**config.mk**
```make
export PLATFORM = sky130hd
export DESIGN_NAME = ex_stage_pipe
export DESIGN_NICKNAME = d
export VERILOG_FILES = /design/src/rtl/ex_pkg.sv /design/src/rtl/ex_mul_iter.sv /design/src/rtl/ex_stage_pipe.sv
export SDC_FILE = /design/constraint.sdc
export NUM_CORES = 1
export LEC_CHECK = 0
export BUFFER_PORTS_ARGS = -buffer_cell sky130_fd_sc_hd__buf_2
export CAP_MARGIN = 25
export CELL_PAD_IN_SITES_DETAIL_PLACEMENT = 0
export CELL_PAD_IN_SITES_GLOBAL_PLACEMENT = 1
export CORE_MARGIN = 1
export CORE_UTILIZATION = 40
export DETAILED_ROUTE_END_ITERATION = 8
export PLACE_DENSITY_LB_ADDON = 0.1
export SLEW_MARGIN = 0
export SYNTH_ARGS = -nofsm -noshare
export SYNTH_HDL_FRONTEND = slang
export SYNTH_SLANG_ARGS = --single-unit
```
**constraint.sdc**
```tcl
create_clock -name clk -period 6.6 [get_ports clk]
set_input_delay 1.32 -clock clk [delete_from_list [all_inputs] [get_ports clk]]
set_output_delay 1.32 -clock clk [all_outputs]
set_load 0.03 [all_outputs]
```
**src/rtl/ex_pkg.sv**
```systemverilog
// Shared definitions for the execute stage: ALU opcodes, write-back control
// bit positions and the iterative multiplier's state encoding.
package ex_pkg;

  typedef enum logic [3:0] {
    ALU_ADD  = 4'd0,
    ALU_SUB  = 4'd1,
    ALU_AND  = 4'd2,
    ALU_OR   = 4'd3,
    ALU_XOR  = 4'd4,
    ALU_NOR  = 4'd5,
    ALU_SLT  = 4'd6,
    ALU_SLTU = 4'd7,
    ALU_SLL  = 4'd8,
    ALU_SRL  = 4'd9,
    ALU_SRA  = 4'd10,
    ALU_LUI  = 4'd11,
    ALU_MUL  = 4'd12
  } alu_op_e;

  // Bit positions inside the 2-bit write-back control field.
  localparam int WB_REGWRITE = 1;
  localparam int WB_MEMTOREG = 0;

  // LUI places the immediate in the upper half of a 32-bit word.
  localparam int LUI_SHIFT = 16;

  typedef enum logic [1:0] {
    MUL_IDLE = 2'd0,
    MUL_BUSY = 2'd1,
    MUL_DONE = 2'd2
  } mul_state_e;

endpackage

```
**src/rtl/ex_mul_iter.sv**
```systemverilog
// Radix-2 shift-add multiplier. One partial product per cycle, XLEN cycles
// in BUSY, then DONE until the consumer is not holding. Returns the low XLEN
// bits of the product (wraps mod 2^XLEN). abort returns to IDLE at once.
module ex_mul_iter
  import ex_pkg::*;
#(
  parameter int XLEN = 32
) (
  input  logic            clk,
  input  logic            rst,
  input  logic            start,
  input  logic            abort,
  input  logic            hold,
  input  logic [XLEN-1:0] a,
  input  logic [XLEN-1:0] b,
  output logic            busy,
  output logic            done,
  output logic [XLEN-1:0] result
);

  localparam int CW = $clog2(XLEN);

  mul_state_e      state_q;
  logic [CW-1:0]   cnt_q;
  logic [XLEN-1:0] acc_q;
  logic [XLEN-1:0] mcand_q;
  logic [XLEN-1:0] mplier_q;
  logic            busy_q;
  logic            done_q;

  // Multiplier FSM and datapath: capture, iterate, present, release.
  // NOTE: sequential state uses non-blocking assignments so every register
  // samples pre-edge values regardless of statement order.
  always_ff @(posedge clk) begin
    if (rst || abort) begin
      state_q  <= MUL_IDLE;
      cnt_q    <= '0;
      acc_q    <= '0;
      mcand_q  <= '0;
      mplier_q <= '0;
      busy_q   <= 1'b0;
      done_q   <= 1'b0;
    end else begin
      case (state_q)
        MUL_IDLE: begin
          if (start) begin
            state_q  <= MUL_BUSY;
            cnt_q    <= CW'(XLEN - 1);
            acc_q    <= '0;
            mcand_q  <= a;
            mplier_q <= b;
            busy_q   <= 1'b1;
            done_q   <= 1'b0;
          end
        end
        MUL_BUSY: begin
          // Iterates even while downstream holds; only DONE waits.
          if (mplier_q[0]) acc_q <= acc_q + mcand_q;
          mcand_q  <= mcand_q << 1;
          mplier_q <= mplier_q >> 1;
          if (cnt_q == '0) begin
            state_q <= MUL_DONE;
            done_q  <= 1'b1;
          end else begin
            cnt_q <= cnt_q - 1'b1;
          end
        end
        MUL_DONE: begin
          if (!hold) begin
            state_q <= MUL_IDLE;
            busy_q  <= 1'b0;
            done_q  <= 1'b0;
          end
        end
        default: begin
          state_q <= MUL_IDLE;
          busy_q  <= 1'b0;
          done_q  <= 1'b0;
        end
      endcase
    end
  end

  assign busy   = busy_q;
  assign done   = done_q;
  assign result = acc_q;

endmodule

```
**src/rtl/ex_stage_pipe.sv**
```systemverilog
// Execute stage: operand forwarding, ALU, ALU-src / destination muxes,
// iterative multiplier hookup and the EX/MEM pipeline register.
// Optional build macro EX_OVF_TRAP_EN: flags signed ADD/SUB overflow on
// exm_ovf and suppresses the register write and store of that instruction.
module ex_stage_pipe
  import ex_pkg::*;
#(
  parameter int XLEN   = 32,
  parameter int REG_AW = 5,
  parameter int OP_W   = 4
) (
  input  logic              clk,
  input  logic              rst,
  input  logic              id_valid,
  output logic              ex_ready,
  input  logic [XLEN-1:0]   id_rs1_data,
  input  logic [XLEN-1:0]   id_rs2_data,
  input  logic [XLEN-1:0]   id_imm,
  input  logic [REG_AW-1:0] id_rs,
  input  logic [REG_AW-1:0] id_rt,
  input  logic [REG_AW-1:0] id_rd,
  input  logic              id_alu_src,
  input  logic              id_reg_dst,
  input  logic [OP_W-1:0]   id_alu_op,
  input  logic [1:0]        id_wb,
  input  logic              id_mem_rd,
  input  logic              id_mem_wr,
  input  logic              id_branch,
  input  logic              flush,
  input  logic              mem_stall,
  input  logic              wb_regwrite,
  input  logic [REG_AW-1:0] wb_rd,
  input  logic [XLEN-1:0]   wb_data,
  output logic              exm_valid,
  output logic [1:0]        exm_wb,
  output logic              exm_mem_rd,
  output logic              exm_mem_wr,
  output logic              exm_branch,
  output logic              exm_zero,
  output logic [XLEN-1:0]   exm_alu_result,
  output logic [XLEN-1:0]   exm_store_data,
  output logic [REG_AW-1:0] exm_dest,
  output logic              exm_ovf
);

  localparam int SHW = $clog2(XLEN);

  typedef struct packed {
    logic              valid;
    logic [1:0]        wb;
    logic              mem_rd;
    logic              mem_wr;
    logic              branch;
    logic              zero;
    logic              ovf;
    logic [XLEN-1:0]   result;
    logic [XLEN-1:0]   store;
    logic [REG_AW-1:0] dest;
  } exm_t;

  exm_t            exm_q, exm_d;
  exm_t            mul_ctl_q, mul_ctl_d;
  exm_t            alu_entry;
  alu_op_e         op;
  logic [XLEN-1:0] fwd_a, fwd_b, op_b, alu_res, mul_result;
  logic [SHW-1:0]  shamt;
  logic            ovf_trap;
  logic            mul_start, mul_busy, mul_done;

  // EX/MEM beats WB; r0 and loads still in EX/MEM never forward.
  function automatic logic [XLEN-1:0] fwd_sel(
    input logic [REG_AW-1:0] addr,
    input logic [XLEN-1:0]   rf_val,
    input exm_t              ex,
    input logic              wb_we,
    input logic [REG_AW-1:0] wb_addr,
    input logic [XLEN-1:0]   wb_val
  );
    if (addr == '0)
      return rf_val;
    if (ex.valid && ex.wb[WB_REGWRITE] && !ex.mem_rd && ex.dest == addr)
      return ex.result;
    if (wb_we && wb_addr == addr)
      return wb_val;
    return rf_val;
  endfunction

  assign op    = alu_op_e'(id_alu_op);
  assign fwd_a = fwd_sel(id_rs, id_rs1_data, exm_q, wb_regwrite, wb_rd, wb_data);
  assign fwd_b = fwd_sel(id_rt, id_rs2_data, exm_q, wb_regwrite, wb_rd, wb_data);
  assign op_b  = id_alu_src ? id_imm : fwd_b;
  assign shamt = op_b[SHW-1:0];

  // Single-cycle ALU and signed-overflow detection.
  // NOTE: every always_comb output gets a default first, so no path through
  // the case can leave a value unassigned and infer a latch.
  always_comb begin
    alu_res  = '0;
    ovf_trap = 1'b0;
    case (op)
      ALU_ADD:  alu_res = fwd_a + op_b;
      ALU_SUB:  alu_res = fwd_a - op_b;
      ALU_AND:  alu_res = fwd_a & op_b;
      ALU_OR:   alu_res = fwd_a | op_b;
      ALU_XOR:  alu_res = fwd_a ^ op_b;
      ALU_NOR:  alu_res = ~(fwd_a | op_b);
      ALU_SLT:  alu_res = {{(XLEN-1){1'b0}}, ($signed(fwd_a) < $signed(op_b))};
      ALU_SLTU: alu_res = {{(XLEN-1){1'b0}}, (fwd_a < op_b)};
      ALU_SLL:  alu_res = fwd_a << shamt;
      ALU_SRL:  alu_res = fwd_a >> shamt;
      ALU_SRA:  alu_res = $unsigned($signed(fwd_a) >>> shamt);
      ALU_LUI:  alu_res = op_b << LUI_SHIFT;
      default:  alu_res = '0;  // MUL result comes from the iterative unit
    endcase
`ifdef EX_OVF_TRAP_EN
    if (op == ALU_ADD)
      ovf_trap = (fwd_a[XLEN-1] == op_b[XLEN-1]) && (alu_res[XLEN-1] != fwd_a[XLEN-1]);
    else if (op == ALU_SUB)
      ovf_trap = (fwd_a[XLEN-1] != op_b[XLEN-1]) && (alu_res[XLEN-1] != fwd_a[XLEN-1]);
`endif
  end

  // EX/MEM entry for the instruction currently in ID/EX.
  always_comb begin
    alu_entry                  = '0;
    alu_entry.valid            = 1'b1;
    alu_entry.wb               = id_wb;
    alu_entry.wb[WB_REGWRITE]  = id_wb[WB_REGWRITE] & ~ovf_trap;
    alu_entry.mem_rd           = id_mem_rd;
    alu_entry.mem_wr           = id_mem_wr & ~ovf_trap;
    alu_entry.branch           = id_branch;
    alu_entry.zero             = (alu_res == '0);
    alu_entry.ovf              = ovf_trap;
    alu_entry.result           = alu_res;
    alu_entry.store            = fwd_b;
    alu_entry.dest             = id_reg_dst ? id_rd : id_rt;
  end

  // EX/MEM next state in priority order: flush, stall, MUL result,
  // MUL in flight, MUL accept, single-cycle op, bubble.
  always_comb begin
    exm_d     = exm_q;
    mul_start = 1'b0;
    if (flush) begin
      exm_d = '0;
    end else if (mem_stall) begin
      exm_d = exm_q;
    end else if (mul_done) begin
      exm_d        = mul_ctl_q;
      exm_d.valid  = 1'b1;
      exm_d.result = mul_result;
      exm_d.zero   = (mul_result == '0);
    end else if (mul_busy) begin
      exm_d = '0;
    end else if (id_valid && op == ALU_MUL) begin
      exm_d     = '0;
      mul_start = 1'b1;
    end else if (id_valid) begin
      exm_d = alu_entry;
    end else begin
      exm_d = '0;
    end
  end

  assign mul_ctl_d = mul_start ? alu_entry : mul_ctl_q;

  // EX/MEM pipeline register.
  always_ff @(posedge clk) begin
    if (rst) exm_q <= '0;
    else     exm_q <= exm_d;
  end

  // Control and destination of the MUL in flight, replayed at completion.
  always_ff @(posedge clk) begin
    if (rst) mul_ctl_q <= '0;
    else     mul_ctl_q <= mul_ctl_d;
  end

  ex_mul_iter #(.XLEN(XLEN)) u_mul (
    .clk    (clk),
    .rst    (rst),
    .start  (mul_start),
    .abort  (flush),
    .hold   (mem_stall),
    .a      (fwd_a),
    .b      (op_b),
    .busy   (mul_busy),
    .done   (mul_done),
    .result (mul_result)
  );

  assign ex_ready       = flush | (~mem_stall & ~mul_busy);
  assign exm_valid      = exm_q.valid;
  assign exm_wb         = exm_q.wb;
  assign exm_mem_rd     = exm_q.mem_rd;
  assign exm_mem_wr     = exm_q.mem_wr;
  assign exm_branch     = exm_q.branch;
  assign exm_zero       = exm_q.zero;
  assign exm_alu_result = exm_q.result;
  assign exm_store_data = exm_q.store;
  assign exm_dest       = exm_q.dest;
  assign exm_ovf        = exm_q.ovf;

endmodule

```
==> results.toml <==
[floorplan]
row_count = 83
io-pin-count = 243
design.die.area_sq_mm = 0.0539
core_area_sq_mm = 0.0518
floorplan.initialDensity_pct = 40.9
chip_height_microns = 232
die-width_microns = 232

[yosys]
post_synth_num_cell_types = 90
synth_commonest_cells = "sky130_fd_sc_hd__nor2_1, sky130_fd_sc_hd__a21oi_1, sky130_fd_sc_hd__dfxtp_1"
ys_top_cells_by_area = "sky130_fd_sc_hd__dfxtp_1, sky130_fd_sc_hd__a21oi_1, sky130_fd_sc_hd__ha_1"
dominantRegCellSynth = "sky130_fd_sc_hd__dfxtp_1"
synth-async-reset-ratio_pct = 0
ys_warn_count = 0
ys_ff_latch = 222
synth_top_area_cell = "sky130_fd_sc_hd__dfxtp_1"
most_common_cell_in_the_synthesized_netlist = "sky130_fd_sc_hd__nor2_1"
synth_nets = 3220
synth_edf_count = 0
synth.yosys.seq_area_share_pct = 21.0
synth_cells = 2922
syn_area_per_cell_sq_um = 7.25
synthDominantCellAreaShare_pct = 21.0
netlist_area_sq_mm = 0.0212

[layout]
drive_gt1_share_pct = 25.8
multi_input_comb_area_sq_mm = 0.0156
fillerInstances = 5205
area_delta_synth_final_pct = 24.8
fin_util_pct = 51.0
final_layout_net_count = 3642
seq_area_sq_mm = 0.00445

[timing]
fmaxAchievable_ghz = 0.155
timing.max_slew.rel_slack_pct = 29.7
finalHoldWorstSlack_ns = 0.456
finalCritPeriodShare_pct = 97.7
fin_worst_skew_ns = 0.0416
final-max-slew-violation-count = 0
worstMarginPinSlew_ns = 1.03
setup_viol_count_final = 0
timing.setup.tns_ns = 0
final.min_clock_period_ns = 6.45
hold_violations = 0

[clocking]
clkSinkCount = 222
cts-root-to-sink-buffers = 3
cts_root_buf = "sky130_fd_sc_hd__clkbuf_16"
insertion_delay_ns = 0.59
tritoncts = "yes"
htree_levels = 1
tritoncts.num_buffers = 28
clkTransAtPathRegs_ns = 0.06
ctsHoldBuffers = 0

[routing]
drt.antenna.violating_nets = 0
number_of_violations_reported_at_the_end_of_detailed_routing_iteration_0 = 3333
vias_per_cell = 6.54
route.vias.total = 26416
routedWlPerCell_microns = 28.9
firstDrtPassIters = 9
drt_drc_violations_left = 0
total_routed_length_microns = 117000

[hold_path]
hp-start = "mul_ctl_q[74]"
hold-path-endpoint = "mul_ctl_q[74]"
hold_depth = 2
min_path_type = "reg2reg"

[worst_setup_path]
r2r_setup_slack_ns = 0.68
cp-start-kind = "input port"
timing.reg2reg.worst_path_depth = 23
max_stage_delay_ns = 0.56
worst_ep_required_time_ns = 7.07
worstPathBufferInverterCount = 7
crit_arrival_ns = 6.92
path_delay_family = "compound AO/OA/AOI/OAI gates"
end_kind = "flop"
cp_max_fo = 11
criticalPathCategory = "in2reg"
timing.critical_path.mode_cell = "sky130_fd_sc_hd__buf_4"
critPathSlowestCell = "sky130_fd_sc_hd__o221ai_2"
crit_path_cell_trace = "buf_2 > buf_4 > xor2_1 > nor4_1 > nand3_1 > nand2b_4 > buf_4 > buf_4 > buf_4 > o221ai_2 > inv_1 > ha_1 > buf_4 > nor4_1 > nand3b_1 > o211ai_1 > a221o_1 > o22a_1 > a21oi_2 > a2111oi_4 > o2111ai_2 > nor4_2 > nand4b_1 > o22ai_1"
reg_to_reg_start = "exm_valid"
critical_path.reg2reg.endpoint = "exm_zero"
critical_path_depth = 24

[placed_design]
hpwl_microns = 90400
port_buffer_count = 241
gp_routability_congestion = 1.08

[run]
max_cap_violations = 0

[global_routing]
grt_util_all_layers_pct = 42.0
grt_max_degree = 85
vias_in_the_first_global_route = 24446
grt_antenna_before_repair = 7
global_route_wire_length_before_repair_microns = 167000
grt_overflow_total = 0

[status]
run_status = "finished, final reports clean"

[power]
cellPowerDensity_mw_per_mm2 = 184
power.leakage_nw = 11.5
power.total_mw = 4.87
ir_worst_vdd_uv = 189
## sequential cells by signal (all words and copies together) (netlist names)
register / count
u_mul.busy: 1
exm_zero: 1
u_mul.mplier_q: 32
exm_mem_wr: 1
exm_store_data: 32
mul_ctl_q: 42
exm_branch: 1
u_mul.result: 32
exm_wb: 2
u_mul.mcand_q: 32
exm_mem_rd: 1
u_mul.cnt_q: 5
exm_valid: 1
exm_alu_result: 32
exm_dest: 5
u_mul.state_q: 2
## metrics by stage
stage	std cells	area, sq um	setup slack (ns)
4_1_cts	4039	26200	0.0562
3_3_place_gp	3992	25300	-0.467
3_5_place_dp	3993	25300	-0.493
2_1_floorplan	2922	21200	0.0612
5_1_grt	4040	26400	-0.00229
6_report	4042	26400	0.152
## logic make-up (layout without fill, tap and decap cells)
kind of cell / count (synthesis) / count (layout) / synth area share (%)
other: 1 / 3 / 0.0177
buffers and inverters: 349 / 787 / 6.61
xor gates and xnor gates: 52 / 52 / 2.15
AOI/OAI and AO/OA: 1093 / 1093 / 35.9
and+or+nand+nor: 960 / 960 / 21.0
adders and majority gates: 133 / 133 / 7.97
muxes: 112 / 112 / 5.35
DFF: 222 / 222 / 21.0
## per-layer routing
metal	track usage (%)	vias up	share of wire, %
met5	0	-	0.068
met4	22.0	12	5.9
met3	8.94	305	11
met2	63.1	1652	43
met1	56.1	12728	41
li1	-	11719	-
## final cells by class
type                            count  share of cell area, %
Multi-Input combinational cell   2351                   59.1
Sequential cell                   222                   16.8
Timing Repair Buffer              629                   15.9
Tap cell                          680                   3.22
Clock buffer                       39                   3.04
Inverter                          112                   1.59
Clock inverter                      7                  0.336
Antenna cell                        2                 0.0189
## where the power goes
| group | total (mW) | internal [mW] | switching (mW) |
|---|---|---|---|
| registers | 1.38 | 1.36 | 0.0265 |
| clock network | 1.55 | 0.915 | 0.633 |
| logic | 1.94 | 0.730 | 1.21 |
| total | 4.87 | 3.00 | 1.87 |
## worst register-to-register path, stage by stage, from the launching register on
cell and delay [ns]:
sky130_fd_sc_hd__dfxtp_1 0.42, sky130_fd_sc_hd__and3b_1 0.25, sky130_fd_sc_hd__nand4_1 0.16, sky130_fd_sc_hd__or3_4 0.40, sky130_fd_sc_hd__and2_1 0.21, sky130_fd_sc_hd__buf_12 0.15
sky130_fd_sc_hd__buf_4 0.14, sky130_fd_sc_hd__buf_4 0.18, sky130_fd_sc_hd__a21oi_1 0.40, sky130_fd_sc_hd__nor2_1 0.15, sky130_fd_sc_hd__a21oi_1 0.29, sky130_fd_sc_hd__ha_1 0.31
sky130_fd_sc_hd__buf_4 0.19, sky130_fd_sc_hd__nor4_1 0.27, sky130_fd_sc_hd__nand3b_1 0.12, sky130_fd_sc_hd__o211ai_1 0.37, sky130_fd_sc_hd__a221o_1 0.34, sky130_fd_sc_hd__o22a_1 0.18
sky130_fd_sc_hd__a21oi_2 0.09, sky130_fd_sc_hd__a2111oi_4 0.36, sky130_fd_sc_hd__o2111ai_2 0.19, sky130_fd_sc_hd__nor4_2 0.31, sky130_fd_sc_hd__nand4b_1 0.19, sky130_fd_sc_hd__o22ai_1 0.19
## what timing repair did
action / 4_1_cts / 5_1_grt
endpoints found under the setup margin: 0 / 9
gates resized for setup: 0 / 42
setup buffers: 0 / 1
## placed cells by master, fill, tap and decap left out, drive strengths merged, types with 85 or more instances in the layout
cell   count
o21ai    177
ha       130
a21oi    337
mux2i    102
dfxtp    222
nand2    176
nor2     406
buf      629
nor3      85
inv      112
## worst max path at each step
| stage | to | startpoint |
|---|---|---|
| 2_1_floorplan | exm_alu_result[30] | id_rt[2] |
| 6_report | exm_zero | id_rs[1] |
| 4_1_cts | exm_zero | wb_rd[2] |
| 3_5_place_dp | exm_zero | wb_rd[2] |
| 3_3_place_gp | exm_zero | wb_rd[2] |
| 5_1_grt | exm_zero | id_rt[2] |
No activity file was read; power rests on OpenSTA's default activity.
